`config.mk`:
```
export PLATFORM = sky130hd
export DESIGN_NAME = inv_out_monitor
export DESIGN_NICKNAME = d
export VERILOG_FILES = /design/src/rtl/inv_out_monitor.sv
export SDC_FILE = /design/constraint.sdc
export NUM_CORES = 1
export LEC_CHECK = 0
export BUFFER_PORTS_ARGS = -buffer_cell sky130_fd_sc_hd__buf_2
export CAP_MARGIN = 40
export CORE_UTILIZATION = 25
export DETAILED_ROUTE_END_ITERATION = 7
export SETUP_SLACK_MARGIN = 0.3
export SLEW_MARGIN = 20
export SYNTH_ARGS = -nofsm -noshare
export SYNTH_HDL_FRONTEND = slang
export SYNTH_SLANG_ARGS = --single-unit
```
`constraint.sdc`:
```
create_clock -name clk -period 2.4 [get_ports clk]
set_input_delay 0.24 -clock clk [delete_from_list [all_inputs] [get_ports clk]]
set_output_delay 0.24 -clock clk [all_outputs]
set_load 0.1 [all_outputs]
```
`src/rtl/inv_out_monitor.sv`:
```
// Synchronizes and debounces the looped-back inverter output, counts debounced rising edges and,
// when PERIOD_MEAS_EN is defined, measures high/low run lengths. Results are read through a byte mux.
module inv_out_monitor #(
   parameter int SYNC_STAGES = 2,
   parameter int DEB_CYCLES  = 4,
   parameter int CNT_W       = 16
) (
   input  logic       clk,
   input  logic       rst_n,
   input  logic       ena,
   input  logic       sense_in,
   input  logic       clr,
   input  logic [2:0] sel,
   output logic [7:0] data_out,
   output logic       level_out,
   output logic       edge_pulse,
   output logic       ovf
);
   localparam int               DW       = (DEB_CYCLES > 1) ? $clog2(DEB_CYCLES) : 1;
   localparam logic [DW-1:0]    DEB_LAST = DW'(DEB_CYCLES - 1);
   localparam logic [CNT_W-1:0] CNT_MAX  = '1;
   localparam logic [7:0]       ID_BYTE  = 8'hA5;

   logic [SYNC_STAGES-1:0] sync_q;
   logic [DW-1:0]          deb_q, deb_d;
   logic                   level_q, level_d, pulse_q, pulse_d, ovf_q, ovf_d;
   logic [CNT_W-1:0]       cnt_q, cnt_d;
   logic [7:0]             data_q, data_d;
   logic                   s, hit, rise;
   logic [CNT_W-1:0]       hl_w, ll_w;
   logic                   hv_w, lv_w, ps_w;

   // The synchronizer keeps sampling while ena is low so no stale value is released later.
   always_ff @(posedge clk or negedge rst_n)
      if (!rst_n) sync_q <= '0;
      else        sync_q <= {sync_q[SYNC_STAGES-2:0], sense_in};

   assign s    = sync_q[SYNC_STAGES-1];
   assign hit  = (s != level_q) && (deb_q == DEB_LAST);
   assign rise = hit && s;

   always_comb begin
      deb_d   = deb_q;
      level_d = level_q;
      pulse_d = pulse_q;
      cnt_d   = cnt_q;
      ovf_d   = ovf_q;
      if (ena) begin
         pulse_d = rise;
         if (s == level_q || hit) deb_d = '0;
         else                     deb_d = deb_q + DW'(1);
         if (hit) level_d = s;
         if (clr) begin
            cnt_d = '0;
            ovf_d = 1'b0;
         end else if (rise) begin
            if (cnt_q == CNT_MAX) ovf_d = 1'b1;
            else                  cnt_d = cnt_q + CNT_W'(1);
         end
      end
   end

`ifdef PERIOD_MEAS_EN
   logic [CNT_W-1:0] run_q, run_d, hl_q, hl_d, ll_q, ll_d;
   logic             act_q, act_d, hv_q, hv_d, lv_q, lv_d, ps_q, ps_d;

   // Run counter stays idle until a transition gives it a defined start point.
   always_comb begin
      run_d = run_q; act_d = act_q; hl_d = hl_q; ll_d = ll_q;
      hv_d  = hv_q;  lv_d  = lv_q;  ps_d = ps_q;
      if (ena) begin
         if (clr) begin
            run_d = '0; act_d = 1'b0; hl_d = '0; ll_d = '0;
            hv_d  = 1'b0; lv_d = 1'b0; ps_d = 1'b0;
         end else if (hit) begin
            if (act_q) begin
               if (level_q) begin hl_d = run_q; hv_d = 1'b1; end
               else         begin ll_d = run_q; lv_d = 1'b1; end
               if (run_q == CNT_MAX) ps_d = 1'b1;
            end
            run_d = CNT_W'(1);
            act_d = 1'b1;
         end else if (act_q && run_q != CNT_MAX) begin
            run_d = run_q + CNT_W'(1);
         end
      end
   end

   always_ff @(posedge clk or negedge rst_n)
      if (!rst_n) begin
         run_q <= '0; act_q <= 1'b0; hl_q <= '0; ll_q <= '0;
         hv_q  <= 1'b0; lv_q <= 1'b0; ps_q <= 1'b0;
      end else begin
         run_q <= run_d; act_q <= act_d; hl_q <= hl_d; ll_q <= ll_d;
         hv_q  <= hv_d;  lv_q  <= lv_d;  ps_q <= ps_d;
      end

   assign hl_w = hl_q;
   assign ll_w = ll_q;
   assign hv_w = hv_q;
   assign lv_w = lv_q;
   assign ps_w = ps_q;
`else
   assign hl_w = '0;
   assign ll_w = '0;
   assign hv_w = 1'b0;
   assign lv_w = 1'b0;
   assign ps_w = 1'b0;
`endif

   logic [15:0] ec16, hl16, ll16;

   always_comb begin
      ec16 = '0;
      hl16 = '0;
      ll16 = '0;
      ec16[CNT_W-1:0] = cnt_q;
      hl16[CNT_W-1:0] = hl_w;
      ll16[CNT_W-1:0] = ll_w;
      data_d = data_q;
      if (ena) begin
         case (sel)
            3'd0:    data_d = ec16[7:0];
            3'd1:    data_d = ec16[15:8];
            3'd2:    data_d = hl16[7:0];
            3'd3:    data_d = hl16[15:8];
            3'd4:    data_d = ll16[7:0];
            3'd5:    data_d = ll16[15:8];
            3'd6:    data_d = {3'b000, ps_w, lv_w, hv_w, ovf_q, level_q};
            default: data_d = ID_BYTE;
         endcase
      end
   end

   always_ff @(posedge clk or negedge rst_n)
      if (!rst_n) begin
         deb_q <= '0; level_q <= 1'b0; pulse_q <= 1'b0;
         cnt_q <= '0; ovf_q   <= 1'b0; data_q  <= '0;
      end else begin
         deb_q <= deb_d; level_q <= level_d; pulse_q <= pulse_d;
         cnt_q <= cnt_d; ovf_q   <= ovf_d;   data_q  <= data_d;
      end

   assign data_out   = data_q;
   assign level_out  = level_q;
   assign edge_pulse = pulse_q;
   assign ovf        = ovf_q;
endmodule

```
[After elaboration in Yosys (flattened, before gate mapping)]
Cells that the tools add are included.
Word-level totals
  bits of input ports: 8
  flip-flop bits (word level): 31
  logic and storage cells: 38
  output and inout bits: 11
Operators by class
  equal/unequal tests: 11
  add/sub/neg operators: 2
  reductions and logical operators: 10
  muxes and demuxes: 8
Operators by type and width (number)
  $mux 16: 3
  $pmux 8 s4: 1
  $add 16x1->16 const B: 1
  $eq 16x16->1 const B: 1
  $eq 3x3->1 const B: 3
  $eq 3x2->1 const B: 2
  $reduce_and 3->1: 2
  $reduce_bool 2->1: 2
  $reduce_or 4->1: 1
  $eq 3x1->1 const B: 1
  $logic_not 3->1: 1
  $mux 1: 3
  $add 2x1->2 const B: 1
  $eq 2x2->1 const B: 1
  $logic_and 1x1->1: 2
  $mux 2: 1
  $ne 2x2->1 const B: 1
  $reduce_and 2->1: 1
  $eq 1x1->1: 1
  $logic_or 1x1->1: 1
  $ne 1x1->1: 1

[Longest topological paths before layout]
Gate-level depths: netlist of the first run.
  word-level depth: 5
  gate-level depth with buffers: 6
  gate-level depth less buffers: 5

[Least setup slack after synthesis of the first run]
OpenSTA, ideal clock, no wires.
  path type: register to register
  start: reg level_q (netlist: level_out)
  end: reg cnt_q[10]
  setup slack: 0.358 ns
  buffers on the path: 1
  period minus slack after synthesis: 2.042 ns
  library setup time: 0.087 ns
  arrival: 1.955 ns
  cell stages (with the launch flop): 6
  cells stage by stage: dfrtp_1 > and3b_1 > o21ai_1 > clkbuf_1 > o21ai_0 > o211ai_1
Between the ends
  longest elaborated chain between the ends: 5
RTL lines
  start: declaration: line 26  | logic level_q, level_d, pulse_q, pulse_d, ovf_q, ovf_d;
  start signal: assignment: line 137  | deb_q <= '0; level_q <= 1'b0; pulse_q <= 1'b0;
  start signal: assignment: line 140  | deb_q <= deb_d; level_q <= level_d; pulse_q <= pulse_d;
  $ne 1x1->1: line 39  | assign hit = (s != level_q) && (deb_q == DEB_LAST);
  $logic_and 1x1->1: line 39
  $logic_and 1x1->1: line 40  | assign rise = hit && s;
  $reduce_bool 2->1 (no source line)
  $reduce_and 3->1 (no source line)
  end signal: assignment: line 141  | cnt_q <= cnt_d; ovf_q <= ovf_d; data_q <= data_d;
  end: declaration: line 27  | logic [CNT_W-1:0] cnt_q, cnt_d;
No other way between the ends.
A chain may end at the register's enable or synchronous reset.

[Worst setup path after layout of the first run]
  start: reg cnt_q[0]
  end: reg cnt_q[5]
Between the ends
  longest elaborated chain between the ends: 4
  elaborated cells between the ends (all ways): 7
  classes of those cells: add/sub: 1; eq/ne: 2; mux: 3; reduce/logical: 1
RTL lines
  $add 16x1->16: line 58  | else cnt_d = cnt_q + CNT_W'(1);
  $mux 16: line 57  | if (cnt_q == CNT_MAX) ovf_d = 1'b1;
  $mux 16: line 56  | end else if (rise) begin
  $mux 16: line 53  | if (clr) begin
Parallel ways exist; a longest one is shown, timed or not. The select of a mux whose other input is x is not followed.

==> run summary, run 1 <==
Comb power frac -> 0.266
Core Area -> 6870 sq um
TNS Setup -> 0 ns
CTS tree -> built
Commonest non-fill, non-tap cell in the layout -> dfrtp_1
RSZ-0062 raised after global routing -> false
Via count -> 1547
CTS clk-pin slew, worst paths -> 0.07 ns
Total gr overflow -> 0
Clock skew -> 0.00480 ns
Layout fillers -> 714
DRT Pass-1 Iters -> 4
Final setup fails -> 0
P&R area growth vs syn -> 13.8%
Data arrival time of the critical path -> 2.09 ns
Clk buf depth -> 2
# diodes -> 0
Synthesized cell area -> 1800 sq um
DP Cell Count -> 295
Port buffer count -> 18
Setup crit end kind -> register
Synth cell types -> 52
Syn nets -> 202
Ys async rst share -> 1.00
Die W -> 86.8 um
Initial Util -> 0.262
Count of mapped cells out of synthesis -> 192
Detail Route Antenna Nets -> 0
# DRC -> 0
Post-synthesis register bit count -> 31
FMAX -> 535 MHz
Core Rows -> 30
CTS Buf Count -> 5
RD Place Congestion -> 0.826
Final setup margin -> 0.531 ns
Worst Path Required -> 2.62 ns
Total Power -> 1.49 mW
DP Area -> 1950 sq um
Pwr dens -> 727 nW/um^2
Non-filler cells, final -> 302
Synthesized area per cell -> 9.36 sq um
Startpoint types -> register
WL/cell -> 14.0 um
Core Util, Final -> 0.298
Max-cap check violation count -> 0
Worst Hold Class -> in -> async
Total detailed-routing wirelength -> 4.24 mm
Slew headroom -> 0.524
CTS HTree Levels -> 2
Setup WS pre-CTS -> 0.374 ns
Run status -> complete, no violations
Largest net degree at the start of global routing -> 32
Top FF cell, synth -> dfrtp_1
First-pass GRT wire length -> 7.39 mm
Commonest non-fill, non-tap cells in the layout -> dfrtp_1 (31), buf_2 (18), o21ai_0 (15)
Share of cells above drive strength 1 -> 0.199
Switching pwr -> 0.567 mW
Root Driver -> clkbuf_8
Slew Viols, Final -> 0
Register area share after synthesis -> 0.431
Initial antenna violation count -> 0
Worst-margin pin slew -> 0.714 ns
EDFF count, synth -> 0
Synthesis Warnings -> 0
Clock Sinks -> 31
Num ports -> 19
Seq pwr share -> 0.452
Number of global-route vias before repair -> 1476
Nets -> 216
Internal power -> 0.920 mW
DIE AREA -> 7540 sq um
Sw Share -> 0.381
HPWL Detailed -> 2.96 mm
Critical path class -> reg -> reg
Starting DRT DRC Count -> 189
Total track usage -> 0.124
Worst-path maximum fanout -> 6
Tmin final -> 1.87 ns
Hold Worst Slack -> 0.00697 ns
Leak Pwr -> 0.829 nW
Post-route clock period utilization -> 0.779
Clock Power Share -> 0.282
Max VDD drop -> 398 uV
Die height -> 86.8 um
Drt via density -> 5.12
Post-route cell area -> 2050 sq um
Clk Latency, worst-skew pair -> 0.28 ns
Fin. Hold Viols -> 0
[worst max-delay path, cell delays in order, from the launching register on]
cell,delay (ns)
dfrtp_1,0.42
ha_1,0.26
nand3_1,0.16
or4_4,0.58
a311oi_2,0.26
a211o_1,0.13
[power groups by stage]
stage	sequential, mW	clock [mW]	combinational [mW]
finish	0.673	0.419	0.395
global route	0.690	0.460	0.430
CTS	0.673	0.429	0.400
detailed placement	0.680	0	0.401
global placement	0.680	0	0.392
floorplan	0.823	0	0.162
[flip-flops by register name (all words and copies together) (netlist names)]
signal	count
cnt_q	16
edge_pulse	1
level_out	1
ovf	1
sync_q	2
data_out	8
deb_q	2
[area by class of cell]
cell class              count  area (sq um)  area share
clock buffers               6          82.6      0.0404
clock inverters             1          5.00     0.00245
inverters                   9          33.8      0.0165
multi-input cells         138           916       0.448
flip-flops and latches     31           776       0.379
well taps                  96           120      0.0587
repair buffers             21           113      0.0550
[final timing paths]
kind / start / end / cells after the start / slack, ns
max: cnt_q[0] / cnt_q[5] / 5 / 0.53
min: rst_n / cnt_q[11] / 1 / 0.007
max reg2reg: cnt_q[0] / cnt_q[5] / 5 / 0.53
min reg2reg: sync_q[0] / sync_q[1] / 0 / 0.35
max in group asynchronous: rst_n / deb_q[1] / 1 / 1.93
min in group clk: sense_in / sync_q[0] / 1 / 0.06
[layer usage]
metal	wire, um	vias up	GRT usage
li1	-	744	-
met1	2020	756	0.176
met2	1910	44	0.190
met3	283	3	0.0314
met4	21	0	0.0273
met5	0	-	0
[cells by family (layout without fill, tap and decap cells)]
kind of cell	Yosys count	in the layout	share of synthesized area
AO/OA/AOI/OAI	53	53	0.196
AND/OR/NAND/NOR	74	74	0.244
multiplexers	8	8	0.0480
XOR/XNOR	1	1	0.00487
flip-flops	31	31	0.431
adder cells (fa/ha/maj)	2	2	0.0139
buffers and inverters	23	37	0.0626
[synthesized netlist by cell type, drive strengths merged (2+ instances only)]
master / number / area share
a21oi: 9 / 0.027
a31oi: 3 / 0.010
and3: 2 / 0.0077
and4: 3 / 0.015
buf: 8 / 0.031
clkbuf: 6 / 0.013
dfrtp: 31 / 0.43
ha: 2 / 0.014
inv: 9 / 0.019
mux2: 5 / 0.031
mux2i: 3 / 0.017
nand2: 12 / 0.029
nand2b: 3 / 0.010
nand3: 9 / 0.025
nand3b: 2 / 0.0083
nand4: 6 / 0.024
nand4b: 3 / 0.015
nor2: 14 / 0.029
nor2b: 4 / 0.014
nor4: 2 / 0.0070
o211ai: 5 / 0.021
o21ai: 16 / 0.045
o221ai: 2 / 0.0097
o22ai: 3 / 0.010
o31ai: 6 / 0.025
or3: 4 / 0.015
or4: 5 / 0.023
[what timing repair did]
item	in CTS	in global routing
buffers inserted	0	0
hold buffers	0	0
endpoints found under the setup margin	0	8
resized for setup	0	1
(Power assumes the default switching activity.)
==> run 2: changes to the inputs <==
Clock period 2.4 ns to 1.6 ns, I/O delays scaled along.
==> run 2 against run 1 <==
The run now ends with negative setup slack left. Global-route usage is 1.5 points higher. Critical path depth stayed put. Sequential power up 44%. Via count increased by 11%. Routed wire length up 18%. Register-to-register slack worse by 0.57 ns. Fmax increased by 14%. Hold slack improved by 0.15 ns. Core utilization grew 8.8 points. Setup slack lost 0.57 ns. Die area unchanged. Critical path type unchanged. Highest routed layer unchanged.
==> run summary, run 2 (synthesis results as in run 1) <==
CTS clk-pin slew, worst paths -> 0.07 ns
Total track usage -> 0.140
Final setup fails -> 6
CTS HTree Levels -> 2
Data arrival time of the critical path -> 1.86 ns
Clk Latency, worst-skew pair -> 0.29 ns
Run status -> finished, violations left
DRT Pass-1 Iters -> 4
Startpoint types -> register
DIE AREA -> 7540 sq um
First-pass GRT wire length -> 7.99 mm
Detail Route Antenna Nets -> 0
Die W -> 86.8 um
Total gr overflow -> 0
Via count -> 1720
Slew headroom -> 0.679
Critical path class -> reg -> reg
Setup WS pre-CTS -> -0.0698 ns
TNS Setup -> -0.107 ns
Max-cap check violation count -> 0
Die height -> 86.8 um
HPWL Detailed -> 3.46 mm
# diodes -> 0
Core Area -> 6870 sq um
RSZ-0062 raised after global routing -> true
Num ports -> 19
DP Cell Count -> 328
Port buffer count -> 18
Tmin final -> 1.64 ns
Nets -> 261
CTS Buf Count -> 5
Largest net degree at the start of global routing -> 20
FMAX -> 610 MHz
Number of global-route vias before repair -> 1595
P&R area growth vs syn -> 47.3%
Total Power -> 2.69 mW
Number of flip-flops in the largest register -> 16
Post-route clock period utilization -> 1.02
DP Area -> 2260 sq um
Worst Path Required -> 1.82 ns
Share of cells above drive strength 1 -> 0.440
Setup crit end kind -> register
# DRC -> 0
Commonest non-fill, non-tap cell in the layout -> buf_4
Core Rows -> 30
Leak Pwr -> 1.10 nW
CTS tree -> built
Initial Util -> 0.262
Slew Viols, Final -> 0
Initial antenna violation count -> 0
Worst Hold Class -> in -> reg
Max VDD drop -> 623 uV
Worst-path maximum fanout -> 4
Drt via density -> 4.94
Post-route cell area -> 2650 sq um
Pwr dens -> 1010 nW/um^2
Commonest non-fill, non-tap cells in the layout -> buf_4 (40), dfrtp_1 (27), buf_2 (17)
Core Util, Final -> 0.386
Root Driver -> clkbuf_8
Total detailed-routing wirelength -> 4.98 mm
Failing checks -> negative setup slack
Clock Sinks -> 31
Final setup margin -> -0.0391 ns
Fin. Hold Viols -> 0
Clock skew -> 0.00420 ns
Starting DRT DRC Count -> 148
Top reg by flops -> cnt_q
Non-filler cells, final -> 348
Clk buf depth -> 2
Hold Worst Slack -> 0.153 ns
WL/cell -> 14.3 um
Worst-margin pin slew -> 0.486 ns
RD Place Congestion -> 0.903
==> run 2: cell types whose count changed in the layout (fill, tap and decap cells not counted), sizes merged <==
| cell | before | now |
|---|---|---|
| bufinv | 0 | 1 |
| dlygate4sd3 | 0 | 2 |
| buf | 21 | 64 |
==> run 2: path summary, 6_finish.rpt <==
check                      startpoint     endpoint  slack (ns)  cells past startpoint
setup / recovery             cnt_q[1]     cnt_q[2]       -0.04                      5
hold / removal                    ena     deb_q[0]        0.15                      2
setup reg to reg             cnt_q[1]     cnt_q[2]       -0.04                      5
hold reg to reg             sync_q[0]    sync_q[1]        0.35                      0
max in group asynchronous       rst_n  data_out[2]        0.69                      3
min in group asynchronous       rst_n     cnt_q[6]        0.36                      2
==> run 2: cell type report <==
type,instances,area [sq um]
fill,682,4220
tap,96,120
multi-input combinational,138,1100
timing repair buffer,66,497
clock buffer,6,82.6
inverter,9,33.8
clock inverter,2,35.0
sequential,31,783
==> run 2: worst max-delay path, stage by stage (launching register included) <==
cell	delay, ns
dfrtp_1	0.39
ha_4	0.18
nand3_4	0.10
or4_4	0.56
a31o_1	0.24
a21oi_2	0.10
==> run 2: power by group <==
part	leakage (nW)	internal (mW)	switching, mW
clock	0.0612	0.503	0.312
sequential	0.384	0.893	0.0763
combinational	0.657	0.339	0.563
==> run 2: metal layers <==
metal	vias up	GRT usage	routed length, um
met3	9	0.0410	264
met2	45	0.217	2440
met4	0	0.0485	57
li1	835	-	-
met1	831	0.186	2220
met5	-	0	0
==> run 2: timing repair <==
action	CTS	global route
hold endpoints to repair	18	0
endpoints found under the setup margin	18	19
pin swaps	13	11
buffers inserted	6	4
hold buffers	2	0
resized for setup	28	10
